--- src/rtl/pipe_ctrl_pkg.sv ---
// Shared definitions for the pipeline hazard controller.
//   div_state_t : divider sequencer states (IDLE, BUSY, DONE)
//   FWD_*       : EX operand mux selects, also used by the datapath operand muxes
package pipe_ctrl_pkg;

  typedef enum logic [1:0] {
    IDLE = 2'd0,
    BUSY = 2'd1,
    DONE = 2'd2
  } div_state_t;

  localparam logic [1:0] FWD_RF  = 2'b00;  // register file read data
  localparam logic [1:0] FWD_MEM = 2'b01;  // EX/MEM ALU result
  localparam logic [1:0] FWD_WB  = 2'b10;  // MEM/WB write-back result

endpackage

--- src/rtl/div_busy_timer.sv ---
// Iterative-divider sequencer: IDLE -> BUSY (DIV_LAT cycles) -> DONE -> IDLE.
// Ports:
//   clk, rst : clock, synchronous active-high reset
//   launch   : request to start a divide (honoured only in IDLE)
//   busy     : pipeline must freeze (includes the launch cycle)
//   done     : divider result valid this cycle
//   start    : one-cycle divider launch pulse
import pipe_ctrl_pkg::*;

module div_busy_timer #(
  parameter int DIV_LAT = 32,
  parameter int CNT_W   = 6
) (
  input  logic clk,
  input  logic rst,
  input  logic launch,
  output logic busy,
  output logic done,
  output logic start
);

  localparam logic [CNT_W-1:0] LOAD = CNT_W'(DIV_LAT - 1);

  div_state_t       r_state;
  div_state_t       w_next;
  logic [CNT_W-1:0] r_cnt;

  always_ff @(posedge clk) begin
    if (rst) begin
      r_state <= IDLE;
      r_cnt   <= '0;
    end else begin
      r_state <= w_next;
      if (r_state == IDLE && launch) begin
        r_cnt <= LOAD;
      end else if (r_state == BUSY) begin
        r_cnt <= r_cnt - 1'b1;
      end
    end
  end

  // The launch cycle is the first frozen cycle, so the registered BUSY
  // state covers the remaining DIV_LAT-1 cycles; leave BUSY on the cycle
  // the countdown reaches zero.
  always_comb begin
    w_next = r_state;
    case (r_state)
      IDLE:    if (launch) w_next = BUSY;
      BUSY:    if (r_cnt == CNT_W'(1)) w_next = DONE;
      DONE:    w_next = IDLE;
      default: w_next = IDLE;
    endcase
  end

  always_comb begin
    start = !rst && (r_state == IDLE) && launch;
    busy  = !rst && ((r_state == BUSY) || start);
    done  = !rst && (r_state == DONE);
  end

endmodule

--- src/rtl/pipe_hazard_ctrl.sv ---
// Hazard controller for the 5-stage MIPS pipeline.
// Ports:
//   clk, rst                      : clock, synchronous active-high reset
//   rs_id/rt_id, use_rs_id/use_rt_id, branch_taken_id : ID-stage operands/branch
//   rs_ex/rt_ex, write_ex, is_lw_ex, is_div_ex, w_addr_ex : EX-stage info
//   write_mem, is_lw_mem, w_addr_mem, write_wb, w_addr_wb : MEM/WB writers
//   pc_stall, if_id_stall, if_id_flush, id_ex_stall, id_ex_flush, ex_mem_flush : stage controls
//   fwd_a_sel, fwd_b_sel          : EX operand source selects
//   div_start, div_done           : divider launch pulse / result valid
//   stall_cycles                  : saturating count of pc_stall cycles
import pipe_ctrl_pkg::*;

module pipe_hazard_ctrl #(
  parameter int DIV_LAT = 32,
  parameter int CNT_W   = 6
) (
  input  logic        clk,
  input  logic        rst,
  input  logic [4:0]  rs_id,
  input  logic [4:0]  rt_id,
  input  logic        use_rs_id,
  input  logic        use_rt_id,
  input  logic        branch_taken_id,
  input  logic [4:0]  rs_ex,
  input  logic [4:0]  rt_ex,
  input  logic        write_ex,
  input  logic        is_lw_ex,
  input  logic        is_div_ex,
  input  logic [4:0]  w_addr_ex,
  input  logic        write_mem,
  input  logic        is_lw_mem,
  input  logic [4:0]  w_addr_mem,
  input  logic        write_wb,
  input  logic [4:0]  w_addr_wb,
  output logic        pc_stall,
  output logic        if_id_stall,
  output logic        if_id_flush,
  output logic        id_ex_stall,
  output logic        id_ex_flush,
  output logic        ex_mem_flush,
  output logic [1:0]  fwd_a_sel,
  output logic [1:0]  fwd_b_sel,
  output logic        div_start,
  output logic        div_done,
  output logic [31:0] stall_cycles
);

  logic        w_ld_raw;
  logic        w_load_use;
  logic        w_launch;
  logic        w_busy;
  logic        w_done;
  logic        w_start;
  logic [31:0] r_stall_cycles;

  function automatic logic [31:0] sat_inc(input logic [31:0] v);
    return (v == 32'hFFFF_FFFF) ? v : v + 32'd1;
  endfunction

  // A loaded value is not yet in EX/MEM, so a lw in MEM never forwards;
  // the load-use stall already pushed the consumer back to pick it up from WB.
  function automatic logic [1:0] fwd_sel(input logic [4:0] src);
    if (write_mem && !is_lw_mem && (w_addr_mem != 5'd0) && (w_addr_mem == src))
      return FWD_MEM;
    else if (write_wb && (w_addr_wb != 5'd0) && (w_addr_wb == src))
      return FWD_WB;
    else
      return FWD_RF;
  endfunction

  // Raw load-use match is kept free of divider state so the launch gate
  // below does not form a combinational loop through the timer.
  assign w_ld_raw = is_lw_ex && write_ex && (w_addr_ex != 5'd0) &&
                    ((use_rs_id && (rs_id == w_addr_ex)) ||
                     (use_rt_id && (rt_id == w_addr_ex)));

  assign w_launch   = is_div_ex && !w_ld_raw;
  assign w_load_use = !rst && w_ld_raw && !w_busy && !w_done;

  div_busy_timer #(
    .DIV_LAT (DIV_LAT),
    .CNT_W   (CNT_W)
  ) u_div_timer (
    .clk    (clk),
    .rst    (rst),
    .launch (w_launch),
    .busy   (w_busy),
    .done   (w_done),
    .start  (w_start)
  );

  always_comb begin
    pc_stall     = w_busy || w_load_use;
    if_id_stall  = w_busy || w_load_use;
    id_ex_stall  = w_busy;
    id_ex_flush  = w_load_use;
    ex_mem_flush = w_busy;
    // A redirect while ID is held would discard the stalled instruction.
    if_id_flush  = !rst && branch_taken_id && !if_id_stall;
    fwd_a_sel    = rst ? FWD_RF : fwd_sel(rs_ex);
    fwd_b_sel    = rst ? FWD_RF : fwd_sel(rt_ex);
    div_start    = w_start;
    div_done     = w_done;
  end

  always_ff @(posedge clk) begin
    if (rst) begin
      r_stall_cycles <= 32'd0;
    end else if (pc_stall) begin
      r_stall_cycles <= sat_inc(r_stall_cycles);
    end
  end

  assign stall_cycles = r_stall_cycles;

endmodule

--- config.mk ---
export PLATFORM = sky130hd
export DESIGN_NAME = pipe_hazard_ctrl
export DESIGN_NICKNAME = d
export VERILOG_FILES = /design/src/rtl/pipe_ctrl_pkg.sv /design/src/rtl/div_busy_timer.sv /design/src/rtl/pipe_hazard_ctrl.sv
export SDC_FILE = /design/constraint.sdc
export NUM_CORES = 1
export LEC_CHECK = 0
export CAP_MARGIN = 20
export CORE_MARGIN = 5
export CORE_UTILIZATION = 41
export CTS_CLUSTER_SIZE = 40
export DETAILED_ROUTE_END_ITERATION = 7
export PLACE_DENSITY = 0.79
export SLEW_MARGIN = 40
export SYNTH_ARGS = -nofsm -noshare
export SYNTH_HDL_FRONTEND = slang
export SYNTH_SLANG_ARGS = --single-unit
export TNS_END_PERCENT = 100
--- constraint.sdc ---
create_clock -name clk -period 2 [get_ports clk]
set_input_delay 0.2 -clock clk [delete_from_list [all_inputs] [get_ports clk]]
set_output_delay 0.2 -clock clk [all_outputs]
set_load 0.01 [all_outputs]
==> results.sh <==
export IMPL_fin_crit_ns=2.07
export IMPL_antenna_cells=0
export IMPL_antenna_found_initial=0
export IMPL_async_flop_share_pct=0
export IMPL_die_y_um=89.5
export IMPL_critPathRequiredTime_ns=2.23
export IMPL_hold_path_class="reg2reg"
export IMPL_cts_sinks=40
export IMPL_cts_root_buf="clkbuf_8"
export IMPL_synthToLayoutAreaGrowth_pct=81.4
export IMPL_finalSetupTns_ns=-0.455
export IMPL_synth_ff_type="dfxtp_1"
export IMPL_routed_wl_mm=10.5
export IMPL_finalMaxSlewViolations=0
export IMPL_path_max_fanout=6
export IMPL_insertion_delay_ns=0.30
export IMPL_via_count=3369
export IMPL_fin_ws_ns=-0.0688
export IMPL_skew_ns=0.00774
export IMPL_syn_avg_cell_area_um2=8.26
export IMPL_place_congestion=0.917
export IMPL_ir_drop_uv=297
export IMPL_portBuffers=89
export IMPL_cpMaxStageDelayCell="or4_4"
export IMPL_setup_violations=21
export IMPL_htreeDepth=2
export IMPL_p_seq_share_pct=43.9
export IMPL_core_rowCount=29
export IMPL_crit_chain="dlygate4sd2_1 > xnor2_1 > nand4_1 > o22ai_2 > o2111a_1 > nor2_4 > buf_12 > buf_4 > or4_4 > a21oi_2"
export IMPL_ys_warn_count=0
export IMPL_p_int_mw=1.37
export IMPL_max_cap_violations=0
export IMPL_final_cell_count_no_fill=566
export IMPL_total_leakage_power_nw=1.85
export IMPL_yosysUniqueCellTypes=44
export IMPL_violations="setup timing"
export IMPL_drc=0
export IMPL_drive_above_1_share_pct=38.4
export IMPL_hold_depth=2
export IMPL_grt_start_max_net_pins=42
export IMPL_wl_per_cell_um=18.6
export IMPL_maxUsedRoutingLayer="met4"
export IMPL_synth_edf_count=0
export IMPL_dp_hpwl_mm=6.55
export IMPL_p_clk_share_pct=30.0
export IMPL_combPwrFrac_pct=26.2
export IMPL_clockBufferDepth=2
export IMPL_grt_pass1_vias=3092
export IMPL_gr_total_overflow=0
export IMPL_syn_inst=314
export IMPL_cts_tree="built"
export IMPL_outcome="finished with violations"
export IMPL_final_hold_violation_count=0
export IMPL_dieArea_um2=8010
export IMPL_hold_end="stall_cycles[16]"
export IMPL_via_per_inst=5.95
export IMPL_clk_pin_slew_ns=0.08
export IMPL_endpoint_kind="flip-flop"
export IMPL_syn_area_um2=2590
export IMPL_rsz0062_at_grt="yes"
export IMPL_fin_util_pct=75.3
export IMPL_firstDrtPassIters=5
export IMPL_nets=537
export IMPL_dp_cells=540
export IMPL_synth_seq_cells=40
export IMPL_rr_worst_depth=8
export IMPL_worstSetupPathType="in2reg"
export IMPL_met1_length_mm=3.82
export IMPL_maxSlewHeadroom_pct=66.0
export IMPL_cts_made_buffers=5
export IMPL_r2r_start="stall_cycles[13]"
export IMPL_die_width_um=89.5
export IMPL_post_route_period_util_pct=103
export IMPL_p_sw_mw=0.529
export IMPL_met2WireLength_mm=5.49
export IMPL_reg2reg_slack_ns=-0.04
export IMPL_cp_slowest_stage_delay_ns=0.52
export IMPL_drt_iter0_markers=237
export IMPL_met3_length_um=874
export IMPL_fmax_mhz=483
export IMPL_initial_core_util_pct=41.5
export IMPL_switching_share_pct=27.9
export IMPL_arrival_ns=2.30
export IMPL_hold_start="stall_cycles[16]"
export IMPL_grt_pass1_wl_mm=13.9
export IMPL_synth_seq_area_share_pct=30.9
export IMPL_p_per_area_nw_per_um2=404
export IMPL_io_pins=90
export IMPL_synth_nets=363
export IMPL_cp_start_kind="input pin"
export IMPL_postRouteAntennaNets=0
export IMPL_r2r_end="stall_cycles[7]"
export IMPL_worst_slew_pin_slew_ns=0.511
export IMPL_coreArea_um2=6240
export IMPL_track_usage_pct=22.1
-- cell usage after synthesis (2+ instances only) --
library cell,number,area share [%]
nand4_2,2,0.97
buf_2,8,1.5
clkbuf_1,4,0.58
nand4_1,9,2.2
buf_4,6,1.7
dfxtp_1,40,31
or4_1,22,6.4
o41ai_1,4,1.4
nor3_1,6,1.2
xnor2_1,20,6.8
nor2b_1,2,0.48
nor4_1,9,2.2
nand3_1,20,3.9
nand2_1,23,3.3
inv_1,8,1.2
or3_1,8,1.9
xor2_1,15,5.1
o311ai_0,4,1.4
a21oi_1,31,6.0
o31ai_1,18,5.2
and2_2,2,0.58
o21ai_0,7,1.4
and3_1,10,2.4
ha_1,3,1.4
nor4_4,2,1.6
o211ai_1,2,0.58
nor2_1,12,1.7
-- per-stage QoR --
stage | total power, mW | hold WS, ns | setup slack [ns] | cell area [um2]
after detailed placement | 1.29 | 0.503 | -0.605 | 4100
after floorplan | 1.03 | 0.398 | 0.00839 | 2590
after CTS | 1.88 | 0.514 | -0.0514 | 4340
after global routing | 1.97 | 0.542 | -0.154 | 4700
final | 1.90 | 0.522 | -0.0688 | 4700
after global placement | 1.27 | 0.493 | -0.555 | 4100
-- critical path: cells and delay by family --
kind | cells | cell delay (ns)
AOI/OAI and AO/OA | 3 | 0.61
buffers and inverters | 3 | 0.58
xor gates and xnor gates | 1 | 0.16
and+or+nand+nor | 3 | 0.75
-- power groups by stage --
stage / sequential (mW) / combinational [mW] / clock [mW]
after floorplan: 0.853 / 0.176 / 0
after global placement: 0.852 / 0.421 / 0
after detailed placement: 0.853 / 0.436 / 0
after CTS: 0.835 / 0.475 / 0.570
after global routing: 0.835 / 0.531 / 0.603
final: 0.833 / 0.497 / 0.569
-- cell usage in the layout (no fill, tap or decap), types with 4 or more instances in the layout --
cell	netlist	layout
and3_4	0	4
nand4_1	9	9
xnor2_1	20	18
or3_1	8	6
nand3_2	0	5
or4_4	0	7
clkbuf_8	0	6
xor2_1	15	15
a21oi_2	0	7
and3_1	10	6
buf_4	6	78
o31ai_1	18	17
dfxtp_2	0	11
buf_2	8	7
clkdlybuf4s15_1	0	4
nor2_1	12	10
clkbuf_2	0	4
dlygate4sd2_1	0	15
buf_6	1	9
o21ai_0	7	5
dfxtp_1	40	27
nand2_1	23	22
nand3_1	20	14
inv_1	8	7
nor4_1	9	5
a21oi_1	31	24
or4_1	22	15
nor3_1	6	4
clkdlybuf4s50_1	0	55
-- worst max-delay path by stage --
stage	start	end	cells after the start
6_report	w_addr_ex[3]	stall_cycles[31]	10
3_5_place_dp	w_addr_ex[0]	stall_cycles[25]	11
3_3_place_gp	w_addr_ex[0]	stall_cycles[30]	10
2_1_floorplan	stall_cycles[4]	stall_cycles[7]	7
4_1_cts	w_addr_ex[0]	if_id_flush	7
5_1_grt	stall_cycles[14]	stall_cycles[26]	9
-- cell type report --
class,count,area (um2)
clock buffers,6,82.6
flip-flops and latches,40,822
repair buffers,186,1760
multi-input cells,247,1900
fillers,447,1540
inverters,8,30.0
clock inverters,2,10.0
well taps,77,96.3
-- cell families (layout without fill, tap and decap cells) --
logic type | after synthesis | in the layout | share of synthesized area (%)
flip-flops | 40 | 40 | 30.9
adder cells (fa/ha/maj) | 3 | 3 | 1.45
buffers and inverters | 27 | 202 | 5.45
AND/OR/NAND/NOR | 135 | 135 | 31.6
XOR/XNOR | 35 | 35 | 11.8
AO/OA/AOI/OAI | 72 | 72 | 17.9
multiplexers | 2 | 2 | 0.869
-- layer usage --
metal,vias to the layer above,track usage (%)
met3,37,5.90
met4,0,10.3
met2,187,39.5
met1,1602,24.1
met5,-,0
li1,1543,-
-- what timing repair did --
action / CTS / global route
setup buffers: 2 / 10
pin swaps: 29 / 35
gates cloned: 3 / 3
hold buffers: 0 / 0
resized for setup: 88 / 81
setup endpoints to repair: 40 / 40
-- state kept, by name, summed over array words and instances, names as in the netlist --
| name | cells |
|---|---|
| u_div_timer.r_cnt | 6 |
| stall_cycles | 32 |
| u_div_timer.r_state | 2 |
No activity file was read; power rests on OpenSTA's default activity.
